File: config.mk
export PLATFORM = sky130hd
export DESIGN_NAME = id_ex_stage
export DESIGN_NICKNAME = d
export VERILOG_FILES = /design/src/rtl/id_ex_stage.sv
export SDC_FILE = /design/constraint.sdc
export NUM_CORES = 1
export LEC_CHECK = 0
export ABC_AREA = 1
export CORE_ASPECT_RATIO = 1.5
export CORE_MARGIN = 5
export CORE_UTILIZATION = 45
export CTS_CLUSTER_SIZE = 14
export DETAILED_ROUTE_END_ITERATION = 10
export GPL_TIMING_DRIVEN = 0
export HOLD_SLACK_MARGIN = 0.12
export PLACE_DENSITY = 0.83
export SLEW_MARGIN = 0
export SYNTH_ARGS = -nofsm -noshare
export SYNTH_HDL_FRONTEND = slang
export SYNTH_SLANG_ARGS = --single-unit
File: constraint.sdc
create_clock -name i_clk -period 2.35 [get_ports i_clk]
set_input_delay 0.47 -clock i_clk [delete_from_list [all_inputs] [get_ports i_clk]]
set_output_delay 0.47 -clock i_clk [all_outputs]
set_load 0.02 [all_outputs]
File: src/rtl/id_ex_stage.sv
// ID/EX pipeline register with EX/MEM and MEM/WB operand forwarding and load-use detection.
// Define IDEX_PERF_CNT_EN to add the bubble and forwarding event counters.
module id_ex_stage #(
   parameter int unsigned DATA_W = 32
) (
   input  logic              i_clk,
   input  logic              i_reset,
   input  logic              i_stall,
   input  logic              i_flush,
   input  logic              i_id_valid,
   input  logic [DATA_W-1:0] i_id_reg_a,
   input  logic [DATA_W-1:0] i_id_reg_b,
   input  logic [4:0]        i_id_rs,
   input  logic [4:0]        i_id_rt,
   input  logic [4:0]        i_id_rd,
   input  logic [15:0]       i_id_imm16,
   input  logic [4:0]        i_id_shamt,
   input  logic [3:0]        i_id_alu_ctrl,
   input  logic [6:0]        i_id_ctrl,
   input  logic              i_mem_fwd_wr,
   input  logic [4:0]        i_mem_fwd_rd,
   input  logic [DATA_W-1:0] i_mem_fwd_data,
   input  logic              i_wb_fwd_wr,
   input  logic [4:0]        i_wb_fwd_rd,
   input  logic [DATA_W-1:0] i_wb_fwd_data,
   output logic              o_load_use_stall,
   output logic              o_ex_valid,
   output logic [DATA_W-1:0] o_bus_a,
   output logic [DATA_W-1:0] o_bus_b,
   output logic [3:0]        o_alu_ctrl,
   output logic [DATA_W-1:0] o_ex_store_data,
   output logic [4:0]        o_ex_rd,
   output logic [3:0]        o_ex_ctrl
`ifdef IDEX_PERF_CNT_EN
   ,
   output logic [31:0]       o_bubble_cnt,
   output logic [31:0]       o_fwd_cnt
`endif
);

   // Control vector layout: {ALUSrc, ShiftSrc, SignExt, RegWrite, MemRead, MemWrite, MemToReg}
   localparam int unsigned CtlAluSrc   = 6;
   localparam int unsigned CtlShiftSrc = 5;
   localparam int unsigned CtlSignExt  = 4;
   localparam int unsigned CtlRegWrite = 3;
   localparam int unsigned CtlMemRead  = 2;
   localparam int unsigned CtlMemWrite = 1;

   logic              r_valid;
   logic [4:0]        r_rs;
   logic [4:0]        r_rt;
   logic [4:0]        r_rd;
   logic [DATA_W-1:0] r_reg_a;
   logic [DATA_W-1:0] r_reg_b;
   logic [15:0]       r_imm16;
   logic [4:0]        r_shamt;
   logic [3:0]        r_alu_ctrl;
   logic [6:0]        r_ctrl;

   logic              w_load_use;
   logic              w_bypass_a;
   logic              w_bypass_b;
   logic              w_mem_hit_a;
   logic              w_mem_hit_b;
   logic              w_wb_hit_a;
   logic              w_wb_hit_b;
   logic [DATA_W-1:0] w_fwd_a;
   logic [DATA_W-1:0] w_fwd_b;
   logic [DATA_W-1:0] w_imm_ext;

   assign w_load_use = r_valid && r_ctrl[CtlMemRead] && r_ctrl[CtlRegWrite] && (r_rd != 5'd0)
                       && i_id_valid
                       && ((r_rd == i_id_rs)
                           || ((r_rd == i_id_rt)
                               && (!i_id_ctrl[CtlAluSrc] || i_id_ctrl[CtlMemWrite])));

   // Write-back happening on the same edge as the load would otherwise be missed by the regfile.
   assign w_bypass_a = i_wb_fwd_wr && (i_wb_fwd_rd != 5'd0) && (i_wb_fwd_rd == i_id_rs);
   assign w_bypass_b = i_wb_fwd_wr && (i_wb_fwd_rd != 5'd0) && (i_wb_fwd_rd == i_id_rt);

   always_ff @(posedge i_clk) begin
      if (i_reset || i_flush) begin
         r_valid    <= 1'b0;
         r_rs       <= '0;
         r_rt       <= '0;
         r_rd       <= '0;
         r_reg_a    <= '0;
         r_reg_b    <= '0;
         r_imm16    <= '0;
         r_shamt    <= '0;
         r_alu_ctrl <= '0;
         r_ctrl     <= '0;
      end else if (i_stall) begin
         r_valid <= r_valid;
      end else if (w_load_use) begin
         r_valid    <= 1'b0;
         r_rs       <= '0;
         r_rt       <= '0;
         r_rd       <= '0;
         r_reg_a    <= '0;
         r_reg_b    <= '0;
         r_imm16    <= '0;
         r_shamt    <= '0;
         r_alu_ctrl <= '0;
         r_ctrl     <= '0;
      end else begin
         r_valid    <= i_id_valid;
         r_rs       <= i_id_rs;
         r_rt       <= i_id_rt;
         r_rd       <= i_id_rd;
         r_reg_a    <= w_bypass_a ? i_wb_fwd_data : i_id_reg_a;
         r_reg_b    <= w_bypass_b ? i_wb_fwd_data : i_id_reg_b;
         r_imm16    <= i_id_imm16;
         r_shamt    <= i_id_shamt;
         r_alu_ctrl <= i_id_alu_ctrl;
         r_ctrl     <= i_id_ctrl;
      end
   end

   assign w_mem_hit_a = i_mem_fwd_wr && (i_mem_fwd_rd != 5'd0) && (i_mem_fwd_rd == r_rs);
   assign w_mem_hit_b = i_mem_fwd_wr && (i_mem_fwd_rd != 5'd0) && (i_mem_fwd_rd == r_rt);
   assign w_wb_hit_a  = i_wb_fwd_wr && (i_wb_fwd_rd != 5'd0) && (i_wb_fwd_rd == r_rs);
   assign w_wb_hit_b  = i_wb_fwd_wr && (i_wb_fwd_rd != 5'd0) && (i_wb_fwd_rd == r_rt);

   // EX/MEM holds the younger result, so it wins over MEM/WB.
   assign w_fwd_a = w_mem_hit_a ? i_mem_fwd_data : (w_wb_hit_a ? i_wb_fwd_data : r_reg_a);
   assign w_fwd_b = w_mem_hit_b ? i_mem_fwd_data : (w_wb_hit_b ? i_wb_fwd_data : r_reg_b);

   assign w_imm_ext = r_ctrl[CtlSignExt] ? {{(DATA_W-16){r_imm16[15]}}, r_imm16}
                                         : {{(DATA_W-16){1'b0}}, r_imm16};

   assign o_load_use_stall = w_load_use;
   assign o_ex_valid       = r_valid;
   assign o_bus_a          = r_ctrl[CtlShiftSrc] ? {{(DATA_W-5){1'b0}}, r_shamt} : w_fwd_a;
   assign o_bus_b          = r_ctrl[CtlAluSrc] ? w_imm_ext : w_fwd_b;
   assign o_alu_ctrl       = r_alu_ctrl;
   assign o_ex_store_data  = w_fwd_b;
   assign o_ex_rd          = r_rd;
   assign o_ex_ctrl        = r_ctrl[3:0];

`ifdef IDEX_PERF_CNT_EN
   logic [31:0] r_bubble_cnt;
   logic [31:0] r_fwd_cnt;

   always_ff @(posedge i_clk) begin
      if (i_reset) begin
         r_bubble_cnt <= '0;
         r_fwd_cnt    <= '0;
      end else begin
         // Only bubbles actually inserted count; flush and stall take precedence.
         if (!i_flush && !i_stall && w_load_use) begin
            r_bubble_cnt <= r_bubble_cnt + 32'd1;
         end
         if (r_valid && (w_mem_hit_a || w_mem_hit_b || w_wb_hit_a || w_wb_hit_b)) begin
            r_fwd_cnt <= r_fwd_cnt + 32'd1;
         end
      end
   end

   assign o_bubble_cnt = r_bubble_cnt;
   assign o_fwd_cnt    = r_fwd_cnt;
`endif

endmodule
==> out/results.tsv <==
stage	metric	value	unit
run_status	status	complete, but fails checks	
run_status	failing checks	negative setup slack	
critical_path	worst setup path start	r_rt[1]$_SDFFE_PP0N_	
critical_path	slowest cell on the critical path	dfxtp_4	
synthesis	sequential share of the synthesized area	27.1	%
synthesis	Syn Inst Count	1437	
drt	final WL	41900	um
critical_path	crit-path max cell delay	0.37	ns
critical_path	R2R setup slack	0.06	ns
floorplanning	Rows	60	
cells_and_area	final core utilization	77.6	%
drt	DR pass1 iterations	9	
drt	DR DRC count	0	
cts	clk slew on worst S/H paths	0.08	ns
min_path	HP Class	reg -> reg	
min_path	Hold Crit Depth	2	
power	PwrDens	396	nW/um^2
sta	clk_skew	0.00918	ns
synthesis	mean area per synthesized cell	5.76	um^2
synthesis	post-synthesis mux area share	0	%
critical_path	Worst R2R Path Depth	9	
cts	CTS Buf Count	9	
critical_path	startpoint types	flop	
critical_path	data required time of the worst path	1.88	ns
synthesis	Yosys top cell by area	dfxtp_1	
critical_path	most frequent CP cell	buf_6	
critical_path	Worst Path Max Fanout	7	
global_routing	number of global-route vias before repair	11300	
placed_design	Final Wtd Congestion	0.970	
sta	RSZ-0062 raised after global routing	true	
global_routing	initial antenna violation count	4	
sta	final worst path period share	114	%
synthesis	post-synth top area share	27.1	%
cts	root buffer cell	clkbuf_16	
placed_design	dpl hpwl	27200	um
global_routing	gr usage total	35.4	%
floorplanning	CORE AREA	18000	um^2
sta	Max Slew Vio Count	0	
synthesis	Synth area leaders	dfxtp_1, nand3_1, nand2_1	
critical_path	RR Startpoint	o_ex_rd[1]$_SDFFE_PP0N_	
synthesis	synth unique cells	23	
synthesis	main combinational cell family by area after synthesis	simple AND/OR/NAND/NOR gates	
global_routing	remaining global-route overflow	0	
sta	Period minus WS final	2.69	ns
cells_and_area	Cell Count, Final, Fillers Out	2007	
critical_path	Worst EP arrival	2.22	ns
synthesis	XOR/XNOR share of the synthesized area	2.96	%
sta	worst setup margin	-0.336	ns
global_routing	first-pass GRT wire length	59700	um
synthesis	synthesized area	8270	um^2
flow_run	maxcap violations	0	
cells_and_area	register area	2270	um^2
critical_path	crit-path cells	xnor2_2 > nand2_2 > nor3_4 > buf_6 > clkbuf_8 > nand3_2 > and2_1 > buf_6	
cts	CTS max path bufs	2	
cts	Sink Count	112	
power	Leak	6.65	nW
critical_path	worst r2r dst	r_reg_b[4]$_SDFFE_PP0N_	
sta	final setup fails	97	
floorplanning	IO Count	303	
synthesis	Synth Register Bits	112	
floorplanning	chip height	176	um
synthesis	Synth Area in Simple Gates	50.9	%
synthesis	compound-cell area share of the yosys netlist	6.96	%
cts	CTS tree	done	
drt	initial DRC count	1805	
global_routing	largest net degree at the start of global routing	21	
critical_path	endpoint class of the critical path	primary output	
drt	via count	12100	
power	peak supply drop	325	uV
synthesis	post-synthesis adder-cell area fraction	0	%
sta	Least-Margin Pin Slew	0.860	ns
placed_design	Placed Cells incl. Taps	1950	
drt	Routed WL per cell	20.9	um
min_path	Hold Startpoint	r_imm16[4]$_SDFFE_PP0N_	
min_path	Hold EP	r_imm16[4]$_SDFFE_PP0N_	
cells_and_area	Final nets	1973	
synthesis	Yosys warnings	0	
synthesis	Mapped Nets	1629	
cts	CTS HTree Levels	3	
floorplanning	initial core utilization	45.9	%
floorplanning	die width	121	um
critical_path	Crit Path Class	reg -> out	
drt	routed vias/inst	6.02	
sta	final hold violation count	0	
floorplanning	Die ar.	21300	um^2
cts	Clk Latency, worst-skew pair	0.37	ns
cells_and_area	area grow syn2layout	68.9	%
cells_and_area	fill count	1308	
sta	Rel. slew slack	42.6	%
cells_and_area	fraction of layout instances using a drive strength above 1	29.7	%
cells_and_area	footprint of the multi-input gates	6460	um^2
drt	ANT nets after route	0	
sta	Fmax	372	MHz
placed_design	IO buf count	296	
[placed cells by master, fill, tap and decap left out, types with 12 or more instances in the layout]
master / Yosys / routed
buf_2: 49 / 42
nand3_1: 407 / 279
nand2_4: 1 / 18
xor2_1: 18 / 16
clkdlybuf4s50_1: 0 / 182
dlygate4sd2_1: 0 / 12
nand3_2: 3 / 95
nand3_4: 0 / 36
dfxtp_1: 112 / 101
buf_6: 0 / 112
nand2_1: 471 / 384
inv_2: 3 / 22
nor2_1: 15 / 12
buf_4: 11 / 31
a21oi_1: 113 / 113
inv_1: 115 / 96
nand2_2: 2 / 70
clkbuf_1: 51 / 38
and2_4: 0 / 22
[cells by family after synthesis]
| logic type | count (synthesis) |
|---|---|
| AND/OR/NAND/NOR | 942 |
| buffers and inverters | 240 |
| AO/OA/AOI/OAI | 115 |
| flip-flops | 112 |
| XOR/XNOR | 28 |
[cell usage after synthesis (all sizes together)]
library cell,count
nor3,3
xnor2,10
inv,118
xor2,18
dfxtp,112
clkbuf,51
and2,32
nand4,1
nand2,474
nand3,410
buf,71
a21oi,113
nor2,21
or2,1
o21ai,2
[flip-flops by register name (all words and copies together), names as in the netlist, 5 cells and up]
| name | cells |
|---|---|
| r_reg_a | 32 |
| r_rs | 5 |
| r_shamt | 5 |
| r_reg_b | 32 |
| r_rt | 5 |
| r_imm16 | 16 |
| o_ex_rd | 5 |
| r_ctrl | 7 |
[routing by layer]
layer | global-route usage (%) | vias up | share of wire (%)
met1 | 39.0 | 5427 | 33
li1 | - | 5337 | -
met5 | 0 | - | 0
met4 | 25.2 | 0 | 9.3
met2 | 60.9 | 990 | 48
met3 | 6.06 | 319 | 10
[stage by stage]
step	setup slack (ns)	setup TNS, ns	cell area [um^2]	total power (W)	hold WS [ns]
2_1_floorplan	0.221	0	8270	0.00274	0.436
3_3_place_gp	-1.57	-152.59	11500	0.00348	0.443
3_5_place_dp	-1.59	-155.58	11500	0.00350	0.448
4_1_cts	-0.232	-13.75	13400	0.00536	0.459
5_1_grt	-0.398	-25.23	14000	0.00569	0.481
6_report	-0.336	-20.11	14000	0.00553	0.469
[repair_timing]
action,CTS,global route
gates resized for setup,905,154
setup endpoints to repair,97,97
cloned,12,1
buffers inserted,19,12
hold buffers,0,0
pin swaps,113,77
[area by class of cell]
cell class	count	share of cell area, %
well taps	217	1.94
clock buffers	9	1.61
flip-flops and latches	112	16.2
multi-input cells	1085	46.2
clock inverters	7	0.600
plain buffers	119	5.36
diodes	4	0.0716
repair buffers	336	24.8
inverters	118	3.17
[worst max-delay path, delay by kind of cell (launching register included)]
| family | cells | cell delay [ns] |
|---|---|---|
| AND/OR/NAND/NOR | 4 | 0.68 |
| flip-flops | 1 | 0.37 |
| XOR/XNOR | 1 | 0.20 |
| buffers and inverters | 3 | 0.58 |
[worst max-delay path by stage]
stage / cells past startpoint / endpoint
after detailed placement: 9 / o_bus_b[15]
final: 8 / o_ex_store_data[15]
after global routing: 9 / o_bus_b[15]
after CTS: 8 / o_ex_store_data[7]
after floorplan: 11 / o_bus_b[10]
after global placement: 9 / o_bus_b[15]
[power by group]
part,internal [W],switching [W]
combinational,0.000802,0.00100
sequential,0.00195,0.0000543
clock,0.000857,0.000863
Note: power is estimated with default switching activity, not from simulation.
